## src/rtl/fog_cfg_pkg.sv

```systemverilog
// Shared types and register map for the FOG closed-loop channel configuration sequencer.
package fog_cfg_pkg;

    localparam logic [3:0] ADDR_FREQ       = 4'd0;
    localparam logic [3:0] ADDR_AMP_H      = 4'd1;
    localparam logic [3:0] ADDR_AMP_L      = 4'd2;
    localparam logic [3:0] ADDR_POLARITY   = 4'd3;
    localparam logic [3:0] ADDR_WAIT       = 4'd4;
    localparam logic [3:0] ADDR_ERR_OFS    = 4'd5;
    localparam logic [3:0] ADDR_AVG_SEL    = 4'd6;
    localparam logic [3:0] ADDR_CONST_STEP = 4'd7;
    localparam logic [3:0] ADDR_FB_ON      = 4'd8;
    localparam logic [3:0] ADDR_GAIN_STEP  = 4'd9;
    localparam logic [3:0] ADDR_GAIN_RAMP  = 4'd10;
    localparam logic [3:0] ADDR_COMMIT     = 4'd11;
    localparam logic [3:0] ADDR_CLR_TO     = 4'd12;

    typedef enum logic [1:0] {
        ST_SETTLE = 2'd0,
        ST_RUN    = 2'd1,
        ST_HOLD   = 2'd2
    } fog_state_e;

    typedef struct packed {
        logic [31:0] freq_cnt;
        logic [31:0] amp_H;
        logic [31:0] amp_L;
        logic [31:0] polarity;
        logic [31:0] wait_cnt;
        logic [31:0] err_offset;
        logic [31:0] avg_sel;
        logic [31:0] const_step;
        logic [31:0] fb_ON;
        logic [31:0] gainSel_step;
        logic [31:0] gainSel_ramp;
    } fog_cfg_t;

    function automatic fog_cfg_t cfg_default(input logic [31:0] freq_cnt);
        fog_cfg_t c;
        c = '0;
        c.freq_cnt = freq_cnt;
        return c;
    endfunction

endpackage

```

## src/rtl/fog_cfg_shadow_bank.sv

```systemverilog
// Host-facing shadow registers and the active bank they are copied into on a commit.
module fog_cfg_shadow_bank
    import fog_cfg_pkg::*;
#(
    parameter logic [31:0] DEF_FREQ_CNT = 32'd100
) (
    input  logic        clk,
    input  logic        rst,
    input  logic        wr_en,
    input  logic [3:0]  wr_addr,
    input  logic [31:0] wr_data,
    input  logic        commit,
    output fog_cfg_t    active,
    output logic        freq_change,
    output logic [31:0] shadow_fb_on
);

    fog_cfg_t shadow;

    always_ff @(posedge clk or posedge rst) begin
        if (rst) begin
            shadow <= cfg_default(DEF_FREQ_CNT);
        end else if (wr_en) begin
            case (wr_addr)
                ADDR_FREQ:       shadow.freq_cnt     <= wr_data;
                ADDR_AMP_H:      shadow.amp_H        <= wr_data;
                ADDR_AMP_L:      shadow.amp_L        <= wr_data;
                ADDR_POLARITY:   shadow.polarity     <= wr_data;
                ADDR_WAIT:       shadow.wait_cnt     <= wr_data;
                ADDR_ERR_OFS:    shadow.err_offset   <= wr_data;
                ADDR_AVG_SEL:    shadow.avg_sel      <= wr_data;
                ADDR_CONST_STEP: shadow.const_step   <= wr_data;
                ADDR_FB_ON:      shadow.fb_ON        <= wr_data;
                ADDR_GAIN_STEP:  shadow.gainSel_step <= wr_data;
                ADDR_GAIN_RAMP:  shadow.gainSel_ramp <= wr_data;
                default: ;
            endcase
        end
    end

    // Writes are blocked while a commit is pending, so commit and write never share an edge.
    always_ff @(posedge clk or posedge rst) begin
        if (rst) begin
            active <= cfg_default(DEF_FREQ_CNT);
        end else if (commit) begin
            active <= shadow;
        end
    end

    assign freq_change  = (shadow.freq_cnt != active.freq_cnt);
    assign shadow_fb_on = shadow.fb_ON;

endmodule

```

## src/rtl/fog_cfg_sequencer.sv

```systemverilog
// FOG channel configuration sequencer: trigger-aligned commits and settle/run/hold loop control.
module fog_cfg_sequencer
    import fog_cfg_pkg::*;
#(
    parameter int SETTLE_TRIGS = 64,
    parameter int TRIG_TIMEOUT = 1000000,
    parameter int DEF_FREQ_CNT = 100
) (
    input  logic        i_clk,
    input  logic        i_rst,
    input  logic        i_wr_valid,
    output logic        o_wr_ready,
    input  logic [3:0]  i_wr_addr,
    input  logic [31:0] i_wr_data,
    input  logic        i_stepTrig,
    output logic [31:0] o_var_freq_cnt,
    output logic [31:0] o_var_amp_H,
    output logic [31:0] o_var_amp_L,
    output logic [31:0] o_var_wait_cnt,
    output logic [31:0] o_var_err_offset,
    output logic [31:0] o_var_avg_sel,
    output logic [31:0] o_var_const_step,
    output logic [31:0] o_var_gainSel_step,
    output logic [31:0] o_var_gainSel_ramp,
    output logic        o_var_polarity,
    output logic [31:0] o_var_fb_ON,
    output logic [1:0]  o_state,
    output logic        o_commit_pend,
    output logic        o_timeout
);

    localparam int SW = $clog2(SETTLE_TRIGS + 1);
    localparam int TW = $clog2(TRIG_TIMEOUT);
    localparam logic [SW-1:0] SETTLE_LAST = SW'(SETTLE_TRIGS - 1);
    localparam logic [TW-1:0] TO_LAST     = TW'(TRIG_TIMEOUT - 1);

    fog_state_e     state;
    logic [SW-1:0]  settle_cnt;
    logic [TW-1:0]  timeout_cnt;
    logic           commit_pend;
    logic           wr_accept;
    logic           commit_fire;
    logic           freq_change;
    logic [31:0]    shadow_fb_on;
    fog_cfg_t       active;
    logic           unused_polarity_bits;

    assign o_wr_ready  = !i_rst && !commit_pend;
    assign wr_accept   = i_wr_valid && o_wr_ready;
    assign commit_fire = commit_pend && (i_stepTrig || timeout_cnt == TO_LAST);

    fog_cfg_shadow_bank #(
        .DEF_FREQ_CNT (32'(DEF_FREQ_CNT))
    ) u_bank (
        .clk          (i_clk),
        .rst          (i_rst),
        .wr_en        (wr_accept),
        .wr_addr      (i_wr_addr),
        .wr_data      (i_wr_data),
        .commit       (commit_fire),
        .active       (active),
        .freq_change  (freq_change),
        .shadow_fb_on (shadow_fb_on)
    );

    always_ff @(posedge i_clk or posedge i_rst) begin
        if (i_rst) begin
            commit_pend <= 1'b0;
            timeout_cnt <= '0;
            o_timeout   <= 1'b0;
        end else if (commit_fire) begin
            commit_pend <= 1'b0;
            timeout_cnt <= '0;
            if (!i_stepTrig) begin
                o_timeout <= 1'b1;
            end
        end else begin
            if (commit_pend && timeout_cnt != TO_LAST) begin
                timeout_cnt <= timeout_cnt + 1'b1;
            end
            if (wr_accept && i_wr_addr == ADDR_COMMIT) begin
                commit_pend <= 1'b1;
            end
            if (wr_accept && i_wr_addr == ADDR_CLR_TO) begin
                o_timeout <= 1'b0;
            end
        end
    end

    // Commit decisions take priority over settle counting; a HOLD commit keeps fb off regardless of freq.
    always_ff @(posedge i_clk or posedge i_rst) begin
        if (i_rst) begin
            state       <= ST_SETTLE;
            settle_cnt  <= '0;
            o_var_fb_ON <= '0;
        end else if (commit_fire && freq_change && state != ST_HOLD) begin
            state       <= ST_SETTLE;
            settle_cnt  <= '0;
            o_var_fb_ON <= '0;
        end else if (commit_fire && state == ST_HOLD) begin
            if (shadow_fb_on != '0) begin
                state      <= ST_SETTLE;
                settle_cnt <= '0;
            end
            o_var_fb_ON <= '0;
        end else if (commit_fire && state == ST_RUN) begin
            if (shadow_fb_on == '0) begin
                state <= ST_HOLD;
            end
            o_var_fb_ON <= shadow_fb_on;
        end else if (state == ST_SETTLE) begin
            o_var_fb_ON <= '0;
            if (i_stepTrig) begin
                if (settle_cnt >= SETTLE_LAST) begin
                    state       <= ST_RUN;
                    settle_cnt  <= '0;
                    o_var_fb_ON <= commit_fire ? shadow_fb_on : active.fb_ON;
                end else begin
                    settle_cnt <= settle_cnt + 1'b1;
                end
            end
        end else if (state == ST_RUN) begin
            o_var_fb_ON <= active.fb_ON;
        end else begin
            o_var_fb_ON <= '0;
            if (state != ST_HOLD) begin
                state <= ST_SETTLE;
            end
        end
    end

    assign o_state            = state;
    assign o_commit_pend      = commit_pend;
    assign o_var_freq_cnt     = active.freq_cnt;
    assign o_var_amp_H        = active.amp_H;
    assign o_var_amp_L        = active.amp_L;
    assign o_var_wait_cnt     = active.wait_cnt;
    assign o_var_err_offset   = active.err_offset;
    assign o_var_avg_sel      = active.avg_sel;
    assign o_var_const_step   = active.const_step;
    assign o_var_gainSel_step = active.gainSel_step;
    assign o_var_gainSel_ramp = active.gainSel_ramp;
    assign o_var_polarity     = active.polarity[0];
    assign unused_polarity_bits = ^active.polarity[31:1];

endmodule

```

## config.mk

```make
export PLATFORM = sky130hd
export DESIGN_NAME = fog_cfg_sequencer
export DESIGN_NICKNAME = d
export VERILOG_FILES = /design/src/rtl/fog_cfg_pkg.sv /design/src/rtl/fog_cfg_shadow_bank.sv /design/src/rtl/fog_cfg_sequencer.sv
export SDC_FILE = /design/constraint.sdc
export NUM_CORES = 1
export LEC_CHECK = 0
export CAP_MARGIN = 20
export CORE_ASPECT_RATIO = 0.75
export CORE_MARGIN = 2
export CORE_UTILIZATION = 35
export DETAILED_ROUTE_END_ITERATION = 16
export DONT_BUFFER_PORTS = 1
export PLACE_DENSITY = 0.52
export SLEW_MARGIN = 20
export SYNTH_ARGS = -nofsm -noshare
export SYNTH_HDL_FRONTEND = slang
export SYNTH_HIERARCHICAL = 1
export SYNTH_SLANG_ARGS = --single-unit
```

## constraint.sdc

```tcl
create_clock -name i_clk -period 27.2 [get_ports i_clk]
set_input_delay 4.08 -clock i_clk [delete_from_list [all_inputs] [get_ports i_clk]]
set_output_delay 4.08 -clock i_clk [all_outputs]
set_load 0.005 [all_outputs]
```

**Word level (Yosys, flattened, before mapping)**

Cells that the tools add are included.

- Add/sub/neg operators: 2
- Magnitude comparators: 1
- Reductions and logical operators: 37
- Multiplexer cells: 32
- Eq/ne operators: 25

Operators by type and width:

| kind | number |
|---|---|
| 32-bit 2-to-1 mux | 8 |
| 7-bit 2-to-1 mux | 7 |
| 20-bit 2-to-1 mux | 2 |
| 32-bit logical NOT | 1 |
| 32-bit inequality test | 1 |
| 32-bit nonzero test | 1 |
| 2-bit AND reduction | 12 |
| 20-bit by 1-bit adder with 20-bit output (second input constant) | 1 |
| 20-bit == test (second input constant) | 1 |
| 4-bit == test (second input constant) | 5 |
| 2-bit 2-to-1 mux | 10 |
| 20-bit inequality test (second input constant) | 1 |
| 4-bit by 3-bit == test with 1-bit output (second input constant) | 4 |
| 1-bit logical AND | 10 |
| 4-bit by 2-bit == test with 1-bit output (second input constant) | 2 |
| 7-bit by 1-bit adder with 7-bit output (second input constant) | 1 |
| 7-bit by 6-bit greater-or-equal comparator with 1-bit output (second input constant) | 1 |
| 6-bit AND reduction | 1 |
| 2-bit nonzero test | 3 |
| 3-bit nonzero test | 2 |
| 1-bit 2-to-1 mux | 5 |
| 5-bit by 3-bit inequality test with 1-bit output (second input constant) | 1 |
| 5-bit by 4-bit inequality test with 1-bit output (second input constant) | 1 |
| 5-bit inequality test (second input constant) | 1 |
| other kinds (13) | 15 |

- Output and inout bits: 326
- Logic and storage cells: 125
- Flip-flop bits (word level): 705
- Input bits: 40

**Depth between registers and ports, before layout**

Gate-level depths: netlist of run 1.

- Word-level depth: 10
- Mapped depth: 12
- Gate-level depth less buffers: 10

**By module**

The synthesis of run 1 kept the hierarchy.

By module, submodules not included:

| module | seq. area each (um^2) | area each (um^2) | cells an instance | instances |
|---|---|---|---|---|
| fog_cfg_shadow_bank | 17624.4 | 26750.7 | 1611 | 1 |
| fog_cfg_sequencer | 1576.5 | 3052.9 | 339 | 1 |

**Least setup slack after synthesis of run 1**

No wires, ideal clock.

- Path type: input-to-output
- Start point: input i_rst
- End point: output o_wr_ready
- Arrival: 4195 ps
- Setup slack: 18925 ps
- Path buffers: 0
- Stages on the path: 1
- Data required time: 23120 ps
- Cell sequence: nor2_1

- Longest elaborated chain between the ends: 2

Ends and longest elaborated chain:

| what | line | text |
|---|---|---|
| start, declared | fog_cfg_sequencer.sv:10 | `input logic i_rst,` |
| 1-bit logical NOT (no line) | -- |  |
| 1-bit logical AND | fog_cfg_sequencer.sv:48 | `assign o_wr_ready = !i_rst && !commit_pend;` |
| end, declared | fog_cfg_sequencer.sv:12 | `output logic o_wr_ready,` |

No other way between the ends.

**Final worst setup path of run 1**

Same ends and word-level chain as after synthesis.

==> report_table.html, run 1 <==
<table>
<tr><th>Metric</th><th>Value</th></tr>
<tr><th colspan="2">Critical path</th></tr>
<tr><td>Maximum net fanout on the critical path</td><td>3</td></tr>
<tr><td>Worst Setup SP</td><td>i_rst</td></tr>
<tr><td>Cell with the biggest individual delay on the critical path</td><td>sky130_fd_sc_hd__nor2_1</td></tr>
<tr><td>Arrival time of the worst setup path</td><td>4.23 ns</td></tr>
<tr><td>Crit-path max cell delay</td><td>0.15 ns</td></tr>
<tr><td>CP Class</td><td>in2out</td></tr>
<tr><td>Reg-to-Reg Start</td><td>timeout_cnt[0]</td></tr>
<tr><td>Element type at the critical path end</td><td>output port</td></tr>
<tr><td>WP data required</td><td>23.12 ns</td></tr>
<tr><td>Kind of cell with the highest combined delay on the critical path</td><td>simple AND/OR/NAND/NOR gates</td></tr>
<tr><td>Series of cell instances along the critical path</td><td>nor2_1</td></tr>
<tr><td>Sum of buffers and inverters on the critical path</td><td>0</td></tr>
<tr><td>Startpoint Class</td><td>primary input</td></tr>
<tr><th colspan="2">Timing</th></tr>
<tr><td>Fin crit period</td><td>8.31 ns</td></tr>
<tr><td>Total count of max-transition violations in the final report</td><td>0</td></tr>
<tr><td>Sum of negative setup slack</td><td>0 ns</td></tr>
<tr><td>Worst path setup slack after routing</td><td>18.89 ns</td></tr>
<tr><td>Post-route fraction of the period consumed by the critical path</td><td>30.5%</td></tr>
<tr><td>Worst slew margin</td><td>27.8%</td></tr>
<tr><td>Number of failing hold endpoints at the final stage</td><td>0</td></tr>
<tr><td>Transition time of the tightest slew-check pin</td><td>1.08 ns</td></tr>
<tr><td>Clock skew</td><td>0.0201 ns</td></tr>
<tr><td>Setup violation total in the final timing report</td><td>0</td></tr>
<tr><td>Max Fclk</td><td>120 MHz</td></tr>
<tr><td>Post-Route Hold Slack</td><td>0.490 ns</td></tr>
<tr><td>RSZ-0062 raised after global routing</td><td>no</td></tr>
<tr><th colspan="2">Clocking</th></tr>
<tr><td>Cts hold-fix bufs</td><td>0</td></tr>
<tr><td>Latest clock arrival within the worst-skew pair</td><td>0.62 ns</td></tr>
<tr><td>Clock tree from TritonCTS</td><td>done</td></tr>
<tr><td>Clock transition at the registers of the reported paths</td><td>0.06 ns</td></tr>
<tr><td>Clock Root Buffer</td><td>sky130_fd_sc_hd__clkbuf_16</td></tr>
<tr><td>Maximum count of clock buffers along a single path</td><td>3</td></tr>
<tr><td>Resize count post-CTS</td><td>0</td></tr>
<tr><td>CTS H-tree lvls</td><td>3</td></tr>
<tr><td>Clk sink count</td><td>705</td></tr>
<tr><td>TritonCTS buffer count</td><td>76</td></tr>
<tr><td>Post-CTS Setup Inserts</td><td>0</td></tr>
<tr><th colspan="2">Floorplan</th></tr>
<tr><td>Starting utilization of the core area</td><td>35.2%</td></tr>
<tr><td>Full die area</td><td>80900 um2</td></tr>
<tr><td>Floorplan die width</td><td>328 um</td></tr>
<tr><td>Core box area</td><td>78300 um2</td></tr>
<tr><td>Num rows</td><td>89</td></tr>
<tr><td>Overall die height</td><td>247 um</td></tr>
<tr><td>Number of I/O pins</td><td>366</td></tr>
<tr><th colspan="2">Global routing</th></tr>
<tr><td>Met1 track demand over resource</td><td>23.5%</td></tr>
<tr><td>GR Layer Usage met2</td><td>27.8%</td></tr>
<tr><td>Vias in the first global route</td><td>15100</td></tr>
<tr><td>Gr usage total</td><td>17.8%</td></tr>
<tr><td>Global routing's busiest layer</td><td>met2</td></tr>
<tr><td>Total global routing overflow</td><td>0</td></tr>
<tr><td>Pin count of the biggest net entering global routing</td><td>170</td></tr>
<tr><td>Global routing met3 resource utilization</td><td>6.01%</td></tr>
<tr><td>Wire length of the first global-routing pass</td><td>105 mm</td></tr>
<tr><td>Initial antenna violation count</td><td>14</td></tr>
<tr><th colspan="2">Placement</th></tr>
<tr><td>Post-DP HPWL</td><td>45.8 mm</td></tr>
<tr><td>Port bufs</td><td>0</td></tr>
<tr><td>Placed insts</td><td>2736</td></tr>
<tr><td>Pre-CTS setup slack</td><td>18.89 ns</td></tr>
<tr><td>GPL Wtd Cong</td><td>0.759</td></tr>
<tr><th colspan="2">Routing</th></tr>
<tr><td>Routed via count divided by cell count</td><td>4.98</td></tr>
<tr><td>Routed Wire Length</td><td>71.9 mm</td></tr>
<tr><td>Via count</td><td>14400</td></tr>
<tr><td>Residual antenna-violating net count after detailed routing</td><td>0</td></tr>
<tr><td>Number of detailed-route iterations in the first pass</td><td>4</td></tr>
<tr><td>Avg WL per Cell</td><td>25.0 um</td></tr>
<tr><td>Detailed Route Iter0 Violations</td><td>748</td></tr>
<tr><td>Remaining routing DRC violations</td><td>0</td></tr>
<tr><th colspan="2">Synth</th></tr>
<tr><td>Mean cell area of the mapped netlist</td><td>15.1 um2</td></tr>
<tr><td>Net count after synthesis</td><td>1864</td></tr>
<tr><td>Post-Syn Area</td><td>27500 um2</td></tr>
<tr><td>Count of yosys warnings during synthesis</td><td>6</td></tr>
<tr><td>Post-Syn Instances</td><td>1822</td></tr>
<tr><th colspan="2">Flow run</th></tr>
<tr><td>Max-capacitance violation count</td><td>0</td></tr>
<tr><th colspan="2">Power and ir drop</th></tr>
<tr><td>LEAKAGE</td><td>0.0143 uW</td></tr>
<tr><td>Total power divided by cell area</td><td>87.6 nW/um2</td></tr>
<tr><td>VDD IR max</td><td>50.3 uV</td></tr>
<tr><th colspan="2">Run status</th></tr>
<tr><td>Status</td><td>complete, no violations</td></tr>
<tr><th colspan="2">Worst hold path</th></tr>
<tr><td>Startpoint of the tightest hold check path</td><td>u_bank/shadow[306]</td></tr>
<tr><td>Hold WC Path Type</td><td>reg2reg</td></tr>
<tr><th colspan="2">Finish</th></tr>
<tr><td>Leading cell types in the layout, fill and taps excluded</td><td>699 x sky130_fd_sc_hd__dfrtp_1, 635 x sky130_fd_sc_hd__mux2_2, 93 x sky130_fd_sc_hd__nand2_1</td></tr>
<tr><td>Post-Route Utilization</td><td>39.5%</td></tr>
<tr><td>Final Instance Count excl. Fillers</td><td>2882</td></tr>
<tr><td>Fraction of final layout cells sized beyond drive strength 1</td><td>44.4%</td></tr>
<tr><td>Layout Nets</td><td>1811</td></tr>
<tr><td>Signed area change from the synthesized netlist to the final layout</td><td>12.4%</td></tr>
<tr><td>Most common cell after layout, fill and taps aside</td><td>sky130_fd_sc_hd__dfrtp_1</td></tr>
</table>
[sequential cells by signal, summed over array words and instances, names as in the netlist]
name and cells:
u_bank/active 321, u_bank/shadow 289, o_var_fb_ON 32, u_bank/shadow_fb_on 32
timeout_cnt 20, settle_cnt 7, o_state 2, o_commit_pend 1
o_timeout 1
[final timing paths]
check,to,slack (ns),cells past startpoint
hold reg to reg,u_bank/shadow[306],0.49,1
max in group asynchronous,u_bank/active[16],21.38,3
setup reg to reg,u_bank/active[132],22.70,9
min in group asynchronous,u_bank/shadow[132],3.46,1
hold / removal,u_bank/shadow[306],0.49,1
setup / recovery,o_wr_ready,18.89,1
[metrics by stage]
step	power [uW]	area (um2)
after floorplan	1580	27500
after global placement	1640	28300
after detailed placement	1660	28300
after CTS	2760	30900
after global routing	2850	30900
final	2710	31000
[report_power, final]
part	leakage [uW]	switching, uW	internal [uW]
Sequential	0.00927	147	1230
Clock	0.00127	432	645
Combinational	0.00379	106	153
[final cells by class]
type / count / area [um2]
Tap cell: 1046 / 1310
Antenna cell: 6 / 15.0
Timing Repair Buffer: 18 / 171
Sequential cell: 705 / 17600
Clock buffer: 100 / 2140
Fill cell: 7210 / 47300
Multi-Input combinational cell: 957 / 9140
Inverter: 11 / 56.3
Clock inverter: 39 / 474
[per-layer routing]
metal / share of wire [%] / routed length, um / vias to the layer above
met5: 0 / 0 / -
met4: 2.4 / 1720 / 0
met3: 7.8 / 5600 / 106
met2: 46 / 33200 / 335
met1: 44 / 31400 / 7699
li1: - / - / 6224
No activity file was read; power rests on OpenSTA's default activity.
==> run 2, diff against run 1 <==
==> constraint.sdc (replaced) <==
create_clock -name i_clk -period 8.2 [get_ports i_clk]
set_input_delay 1.23 -clock i_clk [delete_from_list [all_inputs] [get_ports i_clk]]
set_output_delay 1.23 -clock i_clk [all_outputs]
set_load 0.005 [all_outputs]
==> run 2 against run 1 <==
Clock-buffer cell count unchanged; design area is 0.60% lower; combinational power rose to 3.3 times the previous value; sequential power grew to 3.3 times the previous value; clock skew increased by 0.0028 ns; critical path depth up 7; die area is the same; first-iteration DRC count down 5.6%; total power grew to 3.2 times the previous value; flip-flop and latch count is the same; critical path type is now reg2reg; largest cell class unchanged.
==> report_table.html, run 2 (synthesized netlist as in run 1, its figures left out) <==
<table>
<tr><th>Metric</th><th>Value</th></tr>
<tr><th colspan="2">Finish</th></tr>
<tr><td>Final Instance Count excl. Fillers</td><td>2871</td></tr>
<tr><td>Post-Route Utilization</td><td>39.3%</td></tr>
<tr><td>Most common cell after layout, fill and taps aside</td><td>sky130_fd_sc_hd__dfrtp_1</td></tr>
<tr><td>Largest register FFs</td><td>321</td></tr>
<tr><td>Layout Nets</td><td>1808</td></tr>
<tr><td>Leading registers by flop count</td><td>u_bank/active x321, u_bank/shadow x289</td></tr>
<tr><td>Signed area change from the synthesized netlist to the final layout</td><td>11.8%</td></tr>
<tr><td>Register bank with the most flops</td><td>u_bank/active</td></tr>
<tr><td>Leading cell types in the layout, fill and taps excluded</td><td>699 x sky130_fd_sc_hd__dfrtp_1, 635 x sky130_fd_sc_hd__mux2_2, 93 x sky130_fd_sc_hd__nand2_1</td></tr>
<tr><td>Fraction of final layout cells sized beyond drive strength 1</td><td>43.8%</td></tr>
<tr><th colspan="2">Critical path</th></tr>
<tr><td>Maximum net fanout on the critical path</td><td>97</td></tr>
<tr><td>Crit-path max cell delay</td><td>0.87 ns</td></tr>
<tr><td>Startpoint Class</td><td>flop</td></tr>
<tr><td>Arrival time of the worst setup path</td><td>4.73 ns</td></tr>
<tr><td>Critical register-to-register path endpoint</td><td>u_bank/active[109]</td></tr>
<tr><td>Flop2flop setup slack</td><td>3.97 ns</td></tr>
<tr><td>Worst Setup SP</td><td>timeout_cnt[0]</td></tr>
<tr><td>CP Class</td><td>reg2reg</td></tr>
<tr><td>Reg-to-Reg Start</td><td>timeout_cnt[0]</td></tr>
<tr><td>Path depth of the worst reg2reg path</td><td>8</td></tr>
<tr><td>Cell with the biggest individual delay on the critical path</td><td>sky130_fd_sc_hd__buf_4</td></tr>
<tr><td>Depth of the critical timing path with buffers and inverters included</td><td>8</td></tr>
<tr><td>WP data required</td><td>8.70 ns</td></tr>
<tr><td>Sum of buffers and inverters on the critical path</td><td>2</td></tr>
<tr><td>Series of cell instances along the critical path</td><td>ha_1 &gt; and3_1 &gt; nand4_4 &gt; o21bai_1 &gt; nand2_2 &gt; inv_8 &gt; buf_4 &gt; mux2_2</td></tr>
<tr><td>Kind of cell with the highest combined delay on the critical path</td><td>buffers and inverters</td></tr>
<tr><td>Element type at the critical path end</td><td>flop</td></tr>
<tr><td>End point of the critical path</td><td>u_bank/active[109]</td></tr>
<tr><th colspan="2">Timing</th></tr>
<tr><td>Total count of max-transition violations in the final report</td><td>0</td></tr>
<tr><td>Worst slew margin</td><td>27.4%</td></tr>
<tr><td>Transition time of the tightest slew-check pin</td><td>1.09 ns</td></tr>
<tr><td>Post-route fraction of the period consumed by the critical path</td><td>51.6%</td></tr>
<tr><td>Fin crit period</td><td>4.23 ns</td></tr>
<tr><td>Number of failing hold endpoints at the final stage</td><td>0</td></tr>
<tr><td>Clock skew</td><td>0.0229 ns</td></tr>
<tr><td>RSZ-0062 raised after global routing</td><td>no</td></tr>
<tr><td>Max Fclk</td><td>236 MHz</td></tr>
<tr><td>Worst path setup slack after routing</td><td>3.97 ns</td></tr>
<tr><td>Setup violation total in the final timing report</td><td>0</td></tr>
<tr><th colspan="2">Global routing</th></tr>
<tr><td>Initial antenna violation count</td><td>14</td></tr>
<tr><td>Gr usage total</td><td>17.8%</td></tr>
<tr><td>Vias in the first global route</td><td>14900</td></tr>
<tr><td>Total global routing overflow</td><td>0</td></tr>
<tr><td>Pin count of the biggest net entering global routing</td><td>174</td></tr>
<tr><td>Wire length of the first global-routing pass</td><td>105 mm</td></tr>
<tr><th colspan="2">Clocking</th></tr>
<tr><td>Clock transition at the registers of the reported paths</td><td>0.07 ns</td></tr>
<tr><td>Post-CTS Setup Inserts</td><td>0</td></tr>
<tr><td>Maximum count of clock buffers along a single path</td><td>3</td></tr>
<tr><td>Resize count post-CTS</td><td>0</td></tr>
<tr><td>CTS H-tree lvls</td><td>3</td></tr>
<tr><td>Cts hold-fix bufs</td><td>0</td></tr>
<tr><td>Clock tree from TritonCTS</td><td>done</td></tr>
<tr><td>TritonCTS buffer count</td><td>75</td></tr>
<tr><td>Latest clock arrival within the worst-skew pair</td><td>0.62 ns</td></tr>
<tr><td>Clk sink count</td><td>705</td></tr>
<tr><td>Clock Root Buffer</td><td>sky130_fd_sc_hd__clkbuf_16</td></tr>
<tr><th colspan="2">Floorplan</th></tr>
<tr><td>Num rows</td><td>89</td></tr>
<tr><td>Starting utilization of the core area</td><td>35.2%</td></tr>
<tr><td>Number of I/O pins</td><td>366</td></tr>
<tr><td>Floorplan die width</td><td>328 um</td></tr>
<tr><td>Overall die height</td><td>247 um</td></tr>
<tr><td>Core box area</td><td>78300 um2</td></tr>
<tr><td>Full die area</td><td>80900 um2</td></tr>
<tr><th colspan="2">Placement</th></tr>
<tr><td>Port bufs</td><td>0</td></tr>
<tr><td>Pre-CTS setup slack</td><td>4.00 ns</td></tr>
<tr><td>GPL Wtd Cong</td><td>0.786</td></tr>
<tr><td>Post-DP HPWL</td><td>45.6 mm</td></tr>
<tr><td>Placed insts</td><td>2735</td></tr>
<tr><th colspan="2">Power and ir drop</th></tr>
<tr><td>Total power after layout</td><td>8800 uW</td></tr>
<tr><td>LEAKAGE</td><td>0.0142 uW</td></tr>
<tr><td>VDD IR max</td><td>153 uV</td></tr>
<tr><td>Total power divided by cell area</td><td>286 nW/um2</td></tr>
<tr><th colspan="2">Worst hold path</th></tr>
<tr><td>Hold WC Path Type</td><td>reg2reg</td></tr>
<tr><th colspan="2">Routing</th></tr>
<tr><td>Routed Wire Length</td><td>71.8 mm</td></tr>
<tr><td>Avg WL per Cell</td><td>25.0 um</td></tr>
<tr><td>Residual antenna-violating net count after detailed routing</td><td>0</td></tr>
<tr><td>Routed via count divided by cell count</td><td>5.00</td></tr>
<tr><td>Remaining routing DRC violations</td><td>0</td></tr>
<tr><td>Detailed Route Iter0 Violations</td><td>706</td></tr>
<tr><td>Number of detailed-route iterations in the first pass</td><td>5</td></tr>
<tr><td>Via count</td><td>14400</td></tr>
<tr><th colspan="2">Flow run</th></tr>
<tr><td>Max-capacitance violation count</td><td>0</td></tr>
<tr><th colspan="2">Run status</th></tr>
<tr><td>Status</td><td>complete, no violations</td></tr>
</table>
==> run 2: worst register-to-register path, delay by kind of cell, from the launching register on <==
kind	cells	cell delay [ns]
DFF	1	0.41
AOI/OAI and AO/OA	1	0.30
muxes	1	0.47
adders and majority gates	1	0.21
buffers and inverters	2	1.76
and+or+nand+nor	3	0.98
==> run 2: metal layers <==
layer | wire, um | up-vias | track usage (%) | share of wire, %
li1 | - | 6212 | - | -
met1 | 30900 | 7685 | 23.6 | 43
met2 | 33200 | 359 | 27.4 | 46
met3 | 6020 | 101 | 6.25 | 8.4
met4 | 1740 | 0 | 5.25 | 2.4
met5 | 0 | - | 0 | 0
==> run 2: final cells by class <==
class	count	area (um2)
fill	7208	47500
sequential	705	17600
multi-input combinational	957	9130
clock buffer	100	2070
tap	1046	1310
clock inverter	28	353
timing repair buffer	16	183
inverter	11	52.6
antenna	8	20.0
==> run 2: metrics by stage <==
stage | setup TNS [ns] | hold WS [ns] | instance area [um2]
finish | 0 | 0.491 | 30800
global route | 0 | 0.511 | 30800
CTS | 0 | 0.492 | 30700
detailed placement | 0 | 0.479 | 28300
global placement | 0 | 0.470 | 28300
floorplan | -1142.13 | 0.459 | 27500
==> run 2: how the worst min path moves through the flow <==
| stage | from | endpoint | slack [ns] | cells past startpoint |
|---|---|---|---|---|
| 3_3_place_gp | u_bank/shadow[216] | u_bank/shadow[216] | 0.47 | 1 |
| 3_5_place_dp | settle_cnt[5] | settle_cnt[5] | 0.48 | 1 |
| 6_report | u_bank/shadow[308] | u_bank/shadow[308] | 0.49 | 1 |
| 4_1_cts | u_bank/shadow[306] | u_bank/shadow[306] | 0.49 | 1 |
| 5_1_grt | u_bank/shadow[100] | u_bank/shadow[100] | 0.51 | 1 |
| 2_1_floorplan | u_bank/shadow[216] | u_bank/shadow[216] | 0.46 | 1 |
==> run 2: power by group <==
group          leakage (uW)  switching [uW]  total [uW]  internal, uW
Clock               0.00118            1400        3370          1970
Sequential          0.00927             495        4580          4080
Combinational       0.00378             344         854           510
Total                0.0142            2230        8800          6560
